[src/rtl/key_unlock_pkg.sv]
// Shared types and constants for the key unlock loader.
// Holds the FSM state encoding and the golden-sum helper used by the self-check.
package key_unlock_pkg;

    localparam int DEF_KEY_W  = 32;
    localparam int DEF_DATA_W = 16;
    localparam int DEF_FAIL_W = 4;

    typedef enum logic [2:0] {
        IDLE,
        LOAD,
        SETTLE,
        CHECK,
        UNLOCKED,
        LOCKOUT
    } state_e;

    // The carry-out is part of the golden value, so a key that only breaks
    // the top carry stage is still rejected.
    function automatic logic [DEF_DATA_W:0] golden_sum(
        input logic [DEF_DATA_W-1:0] a,
        input logic [DEF_DATA_W-1:0] b
    );
        return {1'b0, a} + {1'b0, b};
    endfunction

endpackage

[src/rtl/key_shift_in.sv]
// Serial key shadow register with bit counter; bits arrive LSB first.
// Clear has priority over accept, so a restart discards a same-cycle bit.
module key_shift_in
    import key_unlock_pkg::*;
#(
    parameter int KEY_W = DEF_KEY_W
) (
    input  logic             clk_i,
    input  logic             rst_i,
    input  logic             clear_i,
    input  logic             accept_i,
    input  logic             key_bit_i,
    output logic [KEY_W-1:0] shadow_next_o,
    output logic             done_o
);

    localparam int CNT_W = $clog2(KEY_W);

    logic [KEY_W-1:0] shadow_q, shadow_d;
    logic [CNT_W-1:0] bit_cnt_q, bit_cnt_d;

    always_comb begin
        shadow_d  = shadow_q;
        bit_cnt_d = bit_cnt_q;
        done_o    = 1'b0;
        if (clear_i) begin
            shadow_d  = '0;
            bit_cnt_d = '0;
        end else if (accept_i) begin
            shadow_d[bit_cnt_q] = key_bit_i;
            bit_cnt_d           = bit_cnt_q + 1'b1;
            done_o              = (bit_cnt_q == CNT_W'(KEY_W - 1));
        end
        // Next value lets the top capture the full key on the last-bit edge.
        shadow_next_o = shadow_d;
    end

    always_ff @(posedge clk_i or posedge rst_i) begin
        if (rst_i) begin
            shadow_q  <= '0;
            bit_cnt_q <= '0;
        end else begin
            shadow_q  <= shadow_d;
            bit_cnt_q <= bit_cnt_d;
        end
    end

endmodule

[src/rtl/key_unlock_loader.sv]
// Loads the activation key into a locked adder and self-checks it against a golden sum.
//   state    | meaning
//   IDLE     | waiting for start_i, key bus zero
//   LOAD     | shifting key bits in from the key store
//   SETTLE   | key and test vector applied, waiting for the adder to settle
//   CHECK    | sample result_i and compare with the golden sum
//   UNLOCKED | key verified and held on keyinput_o
//   LOCKOUT  | too many failures, frozen until reset
module key_unlock_loader
    import key_unlock_pkg::*;
#(
    parameter int                 KEY_W      = DEF_KEY_W,
    parameter int                 DATA_W     = DEF_DATA_W,
    parameter logic [DATA_W-1:0]  TEST_A     = 16'hA5C3,
    parameter logic [DATA_W-1:0]  TEST_B     = 16'h7E29,
    parameter int                 SETTLE_CYC = 2,
    parameter int                 MAX_FAIL   = 3,
    parameter int                 FAIL_W     = DEF_FAIL_W
) (
    input  logic              clk_i,
    input  logic              rst_i,
    input  logic              start_i,
    input  logic              key_bit_i,
    input  logic              key_valid_i,
    output logic              key_ready_o,
    output logic [KEY_W-1:0]  keyinput_o,
    output logic              tst_sel_o,
    output logic [DATA_W-1:0] tst_add1_o,
    output logic [DATA_W-1:0] tst_add2_o,
    input  logic [DATA_W:0]   result_i,
    output logic              unlocked_o,
    output logic              lockout_o,
    output logic [FAIL_W-1:0] fail_cnt_o
);

    localparam logic [DATA_W:0] GOLDEN = golden_sum(TEST_A, TEST_B);

    state_e            state_q, state_d;
    logic [KEY_W-1:0]  key_q, key_d;
    logic [3:0]        settle_q, settle_d;
    logic [FAIL_W-1:0] fail_q, fail_d, fail_inc;
    logic              key_ready_q, tst_sel_q, unlocked_q, lockout_q;
    logic              clear, accept, done;
    logic [KEY_W-1:0]  shadow_next;

    key_shift_in #(.KEY_W(KEY_W)) u_shift (
        .clk_i         (clk_i),
        .rst_i         (rst_i),
        .clear_i       (clear),
        .accept_i      (accept),
        .key_bit_i     (key_bit_i),
        .shadow_next_o (shadow_next),
        .done_o        (done)
    );

    // Saturating increment; never wraps back to zero.
    assign fail_inc = (&fail_q) ? fail_q : fail_q + 1'b1;

    always_comb begin
        state_d  = state_q;
        key_d    = key_q;
        settle_d = settle_q;
        fail_d   = fail_q;
        clear    = 1'b0;
        accept   = 1'b0;
        case (state_q)
            IDLE: begin
                if (start_i) begin
                    state_d = LOAD;
                    clear   = 1'b1;
                end
            end
            LOAD: begin
                if (start_i) begin
                    clear = 1'b1;
                end else if (key_valid_i) begin
                    accept = 1'b1;
                    if (done) begin
                        key_d    = shadow_next;
                        state_d  = SETTLE;
                        settle_d = '0;
                    end
                end
            end
            SETTLE: begin
                if (settle_q == 4'(SETTLE_CYC - 1)) state_d = CHECK;
                else                                settle_d = settle_q + 1'b1;
            end
            CHECK: begin
                if (result_i == GOLDEN) begin
                    state_d = UNLOCKED;
                    fail_d  = '0;
                end else begin
                    key_d   = '0;
                    fail_d  = fail_inc;
                    state_d = (fail_inc >= FAIL_W'(MAX_FAIL)) ? LOCKOUT : IDLE;
                end
            end
            UNLOCKED: begin
                if (start_i) begin
                    key_d   = '0;
                    state_d = LOAD;
                    clear   = 1'b1;
                end
            end
            LOCKOUT: key_d = '0;
            default: begin
                state_d = IDLE;
                key_d   = '0;
            end
        endcase
    end

    always_ff @(posedge clk_i or posedge rst_i) begin
        if (rst_i) begin
            state_q     <= IDLE;
            key_q       <= '0;
            settle_q    <= '0;
            fail_q      <= '0;
            key_ready_q <= 1'b0;
            tst_sel_q   <= 1'b0;
            unlocked_q  <= 1'b0;
            lockout_q   <= 1'b0;
        end else begin
            state_q     <= state_d;
            key_q       <= key_d;
            settle_q    <= settle_d;
            fail_q      <= fail_d;
            key_ready_q <= (state_d == LOAD);
            tst_sel_q   <= (state_d == SETTLE) || (state_d == CHECK);
            unlocked_q  <= (state_d == UNLOCKED);
            lockout_q   <= (state_d == LOCKOUT);
        end
    end

    assign keyinput_o  = key_q;
    assign key_ready_o = key_ready_q;
    assign tst_sel_o   = tst_sel_q;
    assign unlocked_o  = unlocked_q;
    assign lockout_o   = lockout_q;
    assign fail_cnt_o  = fail_q;
    assign tst_add1_o  = TEST_A;
    assign tst_add2_o  = TEST_B;

endmodule
[config.mk]
export PLATFORM = sky130hd
export DESIGN_NAME = key_unlock_loader
export DESIGN_NICKNAME = d
export VERILOG_FILES = /design/src/rtl/key_unlock_pkg.sv /design/src/rtl/key_shift_in.sv /design/src/rtl/key_unlock_loader.sv
export SDC_FILE = /design/constraint.sdc
export NUM_CORES = 1
export LEC_CHECK = 0
export ABC_AREA = 1
export BUFFER_PORTS_ARGS = -buffer_cell sky130_fd_sc_hd__buf_2
export CAP_MARGIN = 15
export CORE_ASPECT_RATIO = 1.4
export CORE_MARGIN = 5
export CORE_UTILIZATION = 59
export CTS_CLUSTER_DIAMETER = 60
export CTS_CLUSTER_SIZE = 12
export DETAILED_ROUTE_END_ITERATION = 10
export PLACE_DENSITY = 0.85
export RECOVER_POWER = 25
export SLEW_MARGIN = 20
export SYNTH_ARGS = -nofsm -noshare
export SYNTH_HDL_FRONTEND = slang
export SYNTH_SLANG_ARGS = --single-unit
[constraint.sdc]
create_clock -name clk_i -period 6.3 [get_ports clk_i]
set_clock_uncertainty 0.1 [all_clocks]
set_input_delay 1.26 -clock clk_i [delete_from_list [all_inputs] [get_ports clk_i]]
set_output_delay 1.26 -clock clk_i [all_outputs]
set_load 0.02 [all_outputs]
### Yosys cells after proc, flatten, opt, wreduce, memory -nomap -nowiden

Index checks and enable logic that the tools add are counted.

| word-level totals | value |
|---|---|
| input port bits | 22 |
| logic and storage cells | 82 |
| output and inout port bits | 72 |
| flip-flop bits (word level) | 84 |

| operators by class | value |
|---|---|
| magnitude comparators | 3 |
| $add $sub $neg | 3 |
| reduce and logical (&&, ||, !) cells | 11 |
| equality and inequality tests | 19 |
| bitwise gates (word level) | 1 |
| muxes and demuxes | 35 |

Operators by type and width:

| kind | number |
|---|---|
| 2-to-1 mux 32 bit | 7 |
| case mux 32 bit (4 select lines) | 1 |
| bitwise mux 32 bit | 1 |
| 2-to-1 mux 4 bit | 6 |
| 2-to-1 mux 3 bit | 7 |
| == test 17 bit, second input constant | 1 |
| case mux 3 bit (5 select lines) | 1 |
| == test 3 x 2 -> 1 bit, second input constant | 4 |
| == test 3 bit, second input constant | 4 |
| inequality test 2 bit, second input constant | 6 |
| 2-to-1 mux 5 bit | 2 |
| adder 4 x 1 -> 4 bit, second input constant | 2 |
| 2-to-1 mux 1 bit | 8 |
| case mux 4 bit (2 select lines) | 1 |
| == test 3 x 1 -> 1 bit, second input constant | 2 |
| less-than comparator 5 x 6 -> 1 bit, second input constant | 1 |
| AND reduction 6 bit | 1 |
| adder 5 x 1 -> 5 bit, second input constant | 1 |
| demux 1 bit (select 5 bit) | 1 |
| == test 5 bit, second input constant | 1 |
| >= comparator 5 x 1 -> 1 bit, second input constant | 1 |
| AND reduction 5 bit | 1 |
| == test 4 x 1 -> 1 bit, second input constant | 1 |
| >= comparator 4 x 2 -> 1 bit, second input constant | 1 |
| other kinds (8) | 10 |

### Logic depth before layout (Yosys ltp)

Gate-level depths: netlist of the first run.

| depth | value |
|---|---|
| word-level depth | 11 |
| depth in mapped cells | 10 |
| gate-level depth less buffers | 10 |

### Hierarchy

From an unflattened synthesis of the first run, not the netlist that was laid out.

| unflattened totals | value |
|---|---|
| cell total of the unflattened synthesis | 554 |
| area total of the unflattened synthesis | 4504.3 sq um |

Modules (own cells, without submodules):

| module | instances | cells an instance | seq. area each (sq um) | area each (sq um) |
|---|---|---|---|---|
| key_unlock_loader | 1 | 310 | 1176.1 | 2597.5 |
| key_shift_in | 1 | 244 | 925.9 | 1906.8 |

### Least setup slack after synthesis of the first run

No wires, ideal clock.

| timing | value |
|---|---|
| path type | in2reg |
| start | in result_i[1] |
| end | reg key_q[0], in the netlist keyinput_o[0] |
| cell stages on the path | 7 |
| path buffers | 1 |
| required time | 6.135 ns |
| slack | 3.963 ns |
| arrival time | 2.171 ns |
| setup time | 0.065 ns |
| cells stage by stage | or2_2 nor2_1 nand4_1 nand3_2 clkbuf_4 nand2_1 nand2_1 |

| on the way | value |
|---|---|
| word-level cells in the longest chain between the ends | 3 |

Ends and longest elaborated chain:

| element | line | text |
|---|---|---|
| start, declared | key_unlock_loader.sv:30 | `input logic [DATA_W:0] result_i,` |
| == test 17 bit | key_unlock_loader.sv:90 | `if (result_i == GOLDEN) begin` |
| inequality test 2 bit (no line) | n/a |  |
| AND reduction 6 bit (no line) | n/a |  |
| end signal, assigned | key_unlock_loader.sv:126 | `key_q <= key_d;` |
| end, declared | key_unlock_loader.sv:39 | `logic [KEY_W-1:0] key_q, key_d;` |

No other way between the ends.
A chain may end at the register's enable or synchronous reset.

### Worst setup path in the final report of the first run

| timing | value |
|---|---|
| start | in start_i |
| end | reg key_q[16], in the netlist keyinput_o[16] |

| on the way | value |
|---|---|
| word-level cells in the longest chain between the ends | 8 |
| elaborated cells between the ends (all ways) | 16 |
| classes of those cells | eq/ne (3); mux (12); reduce/logical (1) |

Ends and longest elaborated chain:

| element | line | text |
|---|---|---|
| start, declared | key_unlock_loader.sv:22 | `input logic start_i,` |
| 2-to-1 mux 1 bit | key_unlock_loader.sv:74 | `if (start_i) begin` |
| 2-to-1 mux 1 bit | key_unlock_loader.sv:66 | `case (state_q)` |
| 2-to-1 mux 32 bit | key_shift_in.sv:29 | `end else if (accept_i) begin` |
| 2-to-1 mux 32 bit | key_shift_in.sv:26 | `if (clear_i) begin` |
| 2-to-1 mux 32 bit | key_unlock_loader.sv:78 | `if (done) begin` |
| 2-to-1 mux 32 bit | key_unlock_loader.sv:76 | `end else if (key_valid_i) begin` |
| 2-to-1 mux 32 bit | key_unlock_loader.sv:74 |  |
| case mux 32 bit (4 select lines) | key_unlock_loader.sv:66 |  |

Several ways; a longest one is shown, not always the timed one. The select of a mux whose other input is x is not followed.

==> results of run 1 <==
[worst max-delay path: cells and delay by family]
family        cells  cell delay (ns)
buf+inv           1             0.13
simple gates      5             1.41
[worst max-delay path by stage]
stage                                    start  slack, ns        endpoint  cells past startpoint
after global placement                 start_i       3.42  keyinput_o[13]                      5
after CTS                 u_shift.bit_cnt_q[1]       3.66  keyinput_o[29]                      9
after detailed placement               start_i       3.38  keyinput_o[29]                      5
after global routing      u_shift.bit_cnt_q[2]       3.42  keyinput_o[28]                      8
final                                  start_i       3.67  keyinput_o[16]                      6
after floorplan                          rst_i       2.77   fail_cnt_o[0]                      1
[cell type report]
cell class,count,area (um^2),area share
inverter,47,178,0.0369
sequential,84,2100,0.437
clock buffer,12,145,0.0302
tap,97,121,0.0252
clock inverter,4,25.0,0.00520
timing repair buffer,63,324,0.0673
multi-input combinational,366,1920,0.398
[per-stage QoR]
stage / cell area, um^2 / utilization / setup slack (ns)
6_report: 4810 / 0.658 / 3.67
5_1_grt: 4810 / 0.658 / 3.42
4_1_cts: 4810 / 0.658 / 3.66
3_5_place_dp: 4640 / 0.634 / 3.38
3_3_place_gp: 4640 / 0.634 / 3.42
2_1_floorplan: 4530 / - / 2.77
[cell usage in the layout, fill, tap and decap left out, types with 3 or more instances in the layout]
cell / instances
ha_1: 8
nand2_1: 123
dfrtp_1: 84
and3_1: 32
inv_1: 43
a21oi_1: 5
clkbuf_8: 10
inv_2: 3
nand4_1: 37
buf_2: 61
o21ai_0: 7
nand3_1: 47
nor3_2: 3
o21bai_1: 24
nor2_1: 26
conb_1: 32
nor2_4: 7
[state kept, by name, indices dropped and copies added (netlist names), 3 cells and up]
register / flops
fail_cnt_o: 4
keyinput_o: 32
settle_q: 4
state_q: 3
u_shift.bit_cnt_q: 5
u_shift.shadow_q: 32
[per-layer routing]
| metal | wire (um) | track usage | vias to the layer above |
|---|---|---|---|
| met2 | 5040 | 0.363 | 133 |
| met5 | 0 | 0 | - |
| li1 | - | - | 1762 |
| met4 | 276 | 0.104 | 0 |
| met1 | 4060 | 0.263 | 1738 |
| met3 | 754 | 0.0499 | 25 |
[power breakdown]
group          switching, mW  internal (mW)
Clock                  0.191          0.153
Sequential          0.000769          0.539
Combinational         0.0367        0.00760
Total                  0.229          0.700
[cells by family after synthesis]
family | Yosys count | synth area share
compound gates | 42 | 0.0637
xor+xnor | 2 | 0.00396
fa+ha+maj | 8 | 0.0226
buf+inv | 98 | 0.117
flops | 84 | 0.476
other cells | 2 | 0.00170
simple gates | 282 | 0.315
==> impl_results.md, run 1 <==
- Slew Limit Fails: 0
- Wire per inst: approximately 15 um
- Yosys warning total: 0
- Yosys top cell area share: 0.476
- Die height: ~110 um
- Width of the chip: 83.2 um
- Flops & latches, synth: between 80 and 90
- Post-synth EDFFs: 0
- Layout cells sized above 1: 0.167
- Initial Utilization: 0.604
- Final hold vios: 0
- Worst setup EP type: register
- Critical path's slowest cell: nor2_4
- Core Region: between 7000 and 8000 um^2
- Number of I/O pins: 94
- Initial DRC count: slightly below 300
- FILL cells: between 600 and 700
- Synth area leaders: dfrtp_1, nand2_1, buf_4
- Port buffer count: 61
- Cells after Synth: approximately 520
- Clock tree sinks: between 80 and 90
- CP arrival: about 2.8 ns
- Final period util: 0.417
- Slew headroom: 0.345
- Post-detail-place hpwl: approximately 6.7 mm
- Count of standard-cell rows: 37
- Worst-path clk slew: ~0.080 ns
- Mapped Area: 4420 um^2
- Num CTS Buffers: 9
- First-pass GRT wire length: 16.6 mm
- HP Class: register to register
- Initial antenna violation count: 0
- Minimum clock period: 2.63 ns
- VDD IR max: around 0.14 mV
- Drt total wl: 10.1 mm
- Worst reg2reg path startpoint: u_shift.bit_cnt_q[1]
- Clock buffer depth: 2
- Top-count cell post-synth: nand2_1
- Overflow after GRT: 0
- CP Launch Type: primary input
- Final Non-Filler Cells: 673
- Commonest cells in the netlist: nand2_1, dfrtp_1, nand3_1
- Number of global-route vias before repair: between 3000 and 4000
- Final hold slack: 0.384 ns
- Htree depth: 3
- Status: completed
- Via/cell ratio: between 5 and 6
- Cts-stage hold buffer count: 0
- Hold path start: keyinput_o[21]
- Worst path required time: 6.49 ns
- Final net count: 601
- Post-CTS setup buffer count: 0
- TNS Setup: 0 ns
- Avg Cell Area, Syn: ~8.5 um^2
- Clk_lat worst skew: about 0.35 ns
- Leading area contributor after synthesis: dfrtp_1
- Post-synth cell types: 34
- Reg2reg end: keyinput_o[8]
- Largest net degree at the start of global routing: between 80 and 90
- Root Buffer: clkbuf_8
- RSZ-0062 raised after global routing: false
- Dpl cells: 657
- Router iterations before antenna repair: 4
- Die footprint: roughly 9300 um^2
- Least-Margin Pin Slew: a little under 1 ns
- CTS tree: yes
- Top FF cell, synth: dfrtp_1
- Worst-path cell chain: buf_2, nor2_1, nand2_4, nor2_4, nand4_1, nand2_1
- Flop2flop setup slack: 3.70 ns
- FF-to-FF path depth: 9
- Total GRT Usage: 0.217
- Vias: ~3700
- Antenna-violating nets left: 0
- Achievable Freq: 381 MHz
- Max Cap Violations: 0
- Hold Crit Endpoint: keyinput_o[21]
- CP max FO: 32
- Critical Path Max Stage Delay: 0.63 ns
- Seq/Total Area, Yosys: 0.476
- WS Path Type: primary input to register
- Post-route DRC: 0
- Hold Path Stages: 2
- Pwr Total: roughly 930 uW
- RePlAce Congestion: slightly below 0.9
- Setup violators final: 0
- Leakage Power: approximately 2.7 nW
- Diode count: 0
- Layout area overhead: 8.86%
- Asr flop ratio synth: 1.00
- PD cells: approximately 190 nW/um^2
- CTS resizes: 0
Power figures use the tool's default switching activity.
==> inputs of run 2 (changes only) <==
Settings changed: CORE_UTILIZATION 59 to 50, PLACE_DENSITY 0.85 to 0.77.
Clock period 6.3 ns to 2.3 ns, I/O delays scaled along.
==> impl_results.md, run 2 (synthesis results as in run 1) <==
- Max Cap Violations: 0
- Critical path's slowest cell: dfrtp_1
- Design Area, Final: 5010 um^2
- Clock buffer depth: 2
- CTS resizes: 0
- Worst setup EP type: register
- Slew headroom: 0.247
- Clock tree sinks: 84
- Sequential share of power: 0.488
- Cell family with most CP delay: flip-flops
- Initial antenna violation count: 0
- First-pass GRT wire length: between 15 and 20 mm
- Width of the chip: approximately 89 um
- Psw: about 650 uW
- Initial Utilization: 0.514
- Commonest non-fill, non-tap cells in the layout: nand2_1, dfrtp_1, buf_2
- CP max FO: 32
- CTS tree: yes
- Initial DRC count: 350
- Worst-path cell chain: ha_1, inv_1, nor2_1, ha_1, inv_1, o31ai_2, nand3_2, buf_4, nand2_1, nand2_1
- Post-route DRC: 0
- Worst-path clk slew: approximately 0.06 ns
- Root Buffer: clkbuf_16
- Drt total wl: 10.0 mm
- Htree depth: 3
- Total GRT Usage: 0.196
- Clk network pwr share: 0.471
- Core Region: about 8600 um^2
- Sw Share: 0.213
- Leakage Power: around 2.8 nW
- Router iterations before antenna repair: 4
- RePlAce Congestion: roughly 0.90
- RSZ-0062 raised after global routing: false
- Layout cells sized above 1: 0.177
- Worst setup slack after layout: about 0.23 ns
- Antenna-violating nets left: 0
- Cts-stage hold buffer count: 0
- FILL cells: between 700 and 800
- Commonest non-fill, non-tap cell in the layout: nand2_1
- PD cells: 605 nW/um^2
- Num CTS Buffers: 9
- HP Class: register to register
- VDD IR max: roughly 0.48 mV
- Final period util: 0.900
- Status: completed
- Number of I/O pins: 94
- Achievable Freq: ~480 MHz
- TNS Setup: 0 ns
- Setup violators final: 0
- CP arrival: around 2.2 ns
- Overflow after GRT: 0
- Minimum clock period: 2.07 ns
- Die height: ~120 um
- Worst path required time: 2.42 ns
- Wire per inst: roughly 15 um
- Final hold slack: 0.374 ns
- Clk_lat worst skew: between 0.3 and 0.4 ns
- Final net count: roughly 600
- Least-Margin Pin Slew: approximately 1.1 ns
- Dpl cells: 672
- Place WS: between 0.15 and 0.2 ns
- Final hold vios: 0
- Slew Limit Fails: 0
- Buffers & Inverters on Critical Path: 3
- Via/cell ratio: between 5 and 6
- Area after DPL: ~4700 um^2
- P_int: roughly 2.4 mW
- Number of global-route vias before repair: roughly 3500
- Count of standard-cell rows: 40
- CP Launch Type: register
- Final Non-Filler Cells: roughly 690
- Vias: between 3000 and 4000
- Largest net degree at the start of global routing: between 80 and 90
- Port buffer count: 61
- Post-CTS setup buffer count: 0
- Die footprint: roughly 11000 um^2
- Comb pwr share: 0.041
- Layout area overhead: 13.4%
- Diode count: 0
- WS Path Type: register to register
- Post-detail-place hpwl: between 6 and 7 mm
- Critical Path Max Stage Delay: about 0.41 ns
run 2: cell types whose count changed in the layout (fill, tap and decap cells not counted), sizes merged:
cell	delta
buf	+5
clkinvlp	-2
clkinv	-1
clkbuf	+2
bufinv	+1
run 2: tightest hold or removal path, delay by kind of cell, from the launching register on:
| kind | cells | cell delay [ns] |
|---|---|---|
| and+or+nand+nor | 2 | 0.10 |
| DFF | 1 | 0.34 |
run 2: worst paths after layout:
check / start / end / slack (ns) / depth (start not counted)
min in group asynchronous: rst_i / keyinput_o[11] / 0.42 / 3
min reg2reg: keyinput_o[10] / keyinput_o[10] / 0.37 / 2
max in group asynchronous: rst_i / keyinput_o[9] / 0.96 / 3
max: u_shift.bit_cnt_q[0] / keyinput_o[1] / 0.23 / 10
min: keyinput_o[10] / keyinput_o[10] / 0.37 / 2
max reg2reg: u_shift.bit_cnt_q[0] / keyinput_o[1] / 0.23 / 10
run 2: power groups by stage:
stage / Combinational, mW / Sequential, mW / Clock [mW]
3_5_place_dp: 0.127 / 1.51 / 0
3_3_place_gp: 0.124 / 1.51 / 0
5_1_grt: 0.137 / 1.48 / 1.51
6_report: 0.123 / 1.48 / 1.43
2_1_floorplan: 0.132 / 1.51 / 0
4_1_cts: 0.128 / 1.48 / 1.45
run 2: metal layers:
metal,part of all wire,vias to the layer above,track usage,wire (um)
li1,-,1773,-,-
met1,0.41,1706,0.252,4070
met2,0.50,133,0.322,5020
met3,0.075,10,0.0408,747
met4,0.017,0,0.0726,168
met5,0,-,0,0
run 2: through the flow:
stage               total power [mW]   util
finish                          3.04  0.582
global route                    3.13  0.582
CTS                             3.06  0.583
detailed placement              1.64  0.550
global placement                1.63  0.550
floorplan                       1.64      -
run 2: cell type report:
type	instances	area [um^2]	area share
Clock buffer	12	256	0.0512
Clock inverter	2	35.0	0.00699
Inverter	47	180	0.0359
Multi-Input combinational cell	366	1920	0.384
Sequential cell	84	2100	0.419
Tap cell	105	131	0.0262
Timing Repair Buffer	70	384	0.0766
==> inputs of run 3 (changes only) <==
Settings changed: SYNTH_HIERARCHICAL set to 1.
==> impl_results.md, run 3 <==
- Status: completed
- Slew Limit Fails: 0
- Diode count: 0
- Final net count: roughly 650
- TNS Setup: 0 ns
- Adder-Cell Fraction of Synth Area: 0.0222
- Clock buffer depth: 2
- Top FF cell, synth: dfrtp_1
- Width of the chip: between 90 and 100 um
- Leakage Power: roughly 2.6 nW
- Clk_lat worst skew: 0.35 ns
- Commonest cells in the netlist: nand2_1, dfrtp_1, nor2_1
- Flops & latches, synth: 84
- Htree depth: 3
- Achievable Freq: between 400 and 500 MHz
- CP arrival: 2.22 ns
- Yosys top cell area share: 0.467
- Worst path required time: 2.43 ns
- Num CTS Buffers: 9
- Mapped Area: roughly 4500 um^2
- Worst setup EP type: register
- Comb pwr share: 0.101
- P_int: 2.42 mW
- Post-synth cell types: 29
- Largest net degree at the start of global routing: 65
- Final period util: 0.912
- Number of I/O pins: between 90 and 100
- Commonest non-fill, non-tap cells in the layout: nand2_1, dfrtp_1, nor2_1
- Post-CTS setup buffer count: 0
- Cells after Synth: between 500 and 600
- Post-route DRC: 0
- Asr flop ratio synth: 1.00
- PD cells: about 640 nW/um^2
- Minimum clock period: between 2 and 2.5 ns
- Leading area contributor after synthesis: dfrtp_1
- Setup violators final: 0
- Post-synth EDFFs: 0
- Commonest non-fill, non-tap cell in the layout: nand2_1
- Total GRT Usage: 0.176
- Initial DRC count: 255
- Initial Utilization: 0.505
- HP Class: primary input to asynchronous set/reset pin
- Synth Area in XOR/XNOR: 0.00389
- Clk network pwr share: 0.437
- First-pass GRT wire length: roughly 16 mm
- Psw: roughly 850 uW
- Post-detail-place hpwl: 6.76 mm
- Router iterations before antenna repair: 4
- CP Launch Type: register
- Largest family of logic cells by synthesized area: simple AND/OR/NAND/NOR gates
- Top-count cell post-synth: nand2_1
- Cts-stage hold buffer count: 0
- Layout area overhead: 13.3%
- Overflow after GRT: 0
- Yosys warning total: 6
- Worst-path clk slew: ~0.06 ns
- Least-Margin Pin Slew: about 1 ns
- VDD IR max: 0.434 mV
- Simple-gate share of the synthesized area: 0.266
- Drt total wl: a little over 9 mm
- Avg Cell Area, Syn: about 8 um^2
- Port buffer count: 61
- Max Cap Violations: 0
- Core Region: roughly 8900 um^2
- Vias: between 3000 and 4000
- Layout cells sized above 1: 0.211
- Count of standard-cell rows: approximately 40
- CP max FO: 64
- Root Buffer: clkbuf_16
- Sequential share of power: 0.461
- Seq/Total Area, Yosys: 0.467
- Wire per inst: 12.8 um
- Final hold vios: 0
- Number of global-route vias before repair: 3635
- RSZ-0062 raised after global routing: false
- Mux cell area share after synthesis: 0
- RePlAce Congestion: slightly above 0.8
- Clock tree sinks: 84
- Synth Area in Compound Gates: 0.112
- CTS tree: yes
- Worst setup slack after layout: between 0.2 and 0.25 ns
- Die height: 122 um
- Initial antenna violation count: 0
- Slew headroom: 0.335
- Place WS: between 0.1 and 0.15 ns
- Antenna-violating nets left: 0
- WS Path Type: register to register
- Die footprint: between 10000 and 15000 um^2
- Sw Share: 0.259
- Via/cell ratio: 4.99
- Synth area leaders: dfrtp_1, nand2_1, buf_4
## run 3: cell count changes after synthesis, sizes merged, moves of 2 or more
cell    previous run  this run
nor2              33        73
nand4             37         2
o21ai              9        43
and3              32         0
nand2            124       155
a21oi              5        29
o21bai            24         0
buf               43        47
clkbuf             8         6
nand3             49        47
o21a               0         2
## run 3: final cells by class
class                           count  area, um^2
Clock buffer                       10         229
Clock inverter                      6        65.1
Inverter                           47         176
Fill cell                         819        3820
Sequential cell                    84        2100
Multi-Input combinational cell    400        1940
Tap cell                          107         134
Timing Repair Buffer               73         454
## run 3: what timing repair did
item	in CTS	in global routing
gates resized for setup	0	1
hold endpoints to repair	0	0
setup endpoints to repair	0	1
## run 3: final timing paths
check | endpoint | cells past startpoint | slack [ns] | startpoint
worst max-delay path | keyinput_o[30] | 12 | 0.20 | state_q[2]
worst min-delay path | keyinput_o[28] | 2 | 0.24 | rst_i
worst max register to register | keyinput_o[30] | 12 | 0.20 | state_q[2]
worst min register to register | keyinput_o[31] | 2 | 0.38 | keyinput_o[31]
max in group asynchronous | fail_cnt_o[1] | 3 | 1.21 | rst_i
min in group clk_i | u_shift/shadow_q[1] | 3 | 0.36 | key_bit_i
## run 3: logic make-up after synthesis
family | count (synthesis)
AND/OR/NAND/NOR | 281
adder cells (fa/ha/maj) | 8
other | 2
buffers and inverters | 100
AO/OA/AOI/OAI | 77
flip-flops | 84
XOR/XNOR | 2
## run 3: per-stage QoR
stage               power (mW)  cell area, um^2  hold WS [ns]  utilization  std cells
floorplan                 1.83             4620         0.392            -        584
global placement          1.86             4810         0.362        0.539        711
detailed placement        1.87             4810         0.365        0.539        711
CTS                       3.30             5110        0.0828        0.572        727
global route              3.40             5100         0.360        0.572        727
finish                    3.27             5100         0.236        0.572        727
## run 3: layer usage
layer / global-route usage / share of wire
met4: 0.0875 / 0.023
met2: 0.319 / 0.53
met5: 0 / 0
met1: 0.196 / 0.38
met3: 0.0356 / 0.068
## run 3: power by group through the flow
stage | Sequential (mW) | Clock, mW | Combinational, mW
4_1_cts | 1.51 | 1.46 | 0.336
2_1_floorplan | 1.54 | 0 | 0.287
3_3_place_gp | 1.53 | 0 | 0.326
3_5_place_dp | 1.53 | 0 | 0.335
5_1_grt | 1.51 | 1.52 | 0.370
6_report | 1.51 | 1.43 | 0.332
## run 3: worst max-delay path, cell delays in order, from the launching register on
cell and delay (ns):
dfrtp_1 0.46, inv_1 0.11, nand3_1 0.10, nor2_1 0.12, buf_4 0.17, nand2_1 0.06
nor2_1 0.09, inv_1 0.07, o21ai_2 0.20, nand3_4 0.10, buf_12 0.20, nand2_1 0.11
o21ai_2 0.05
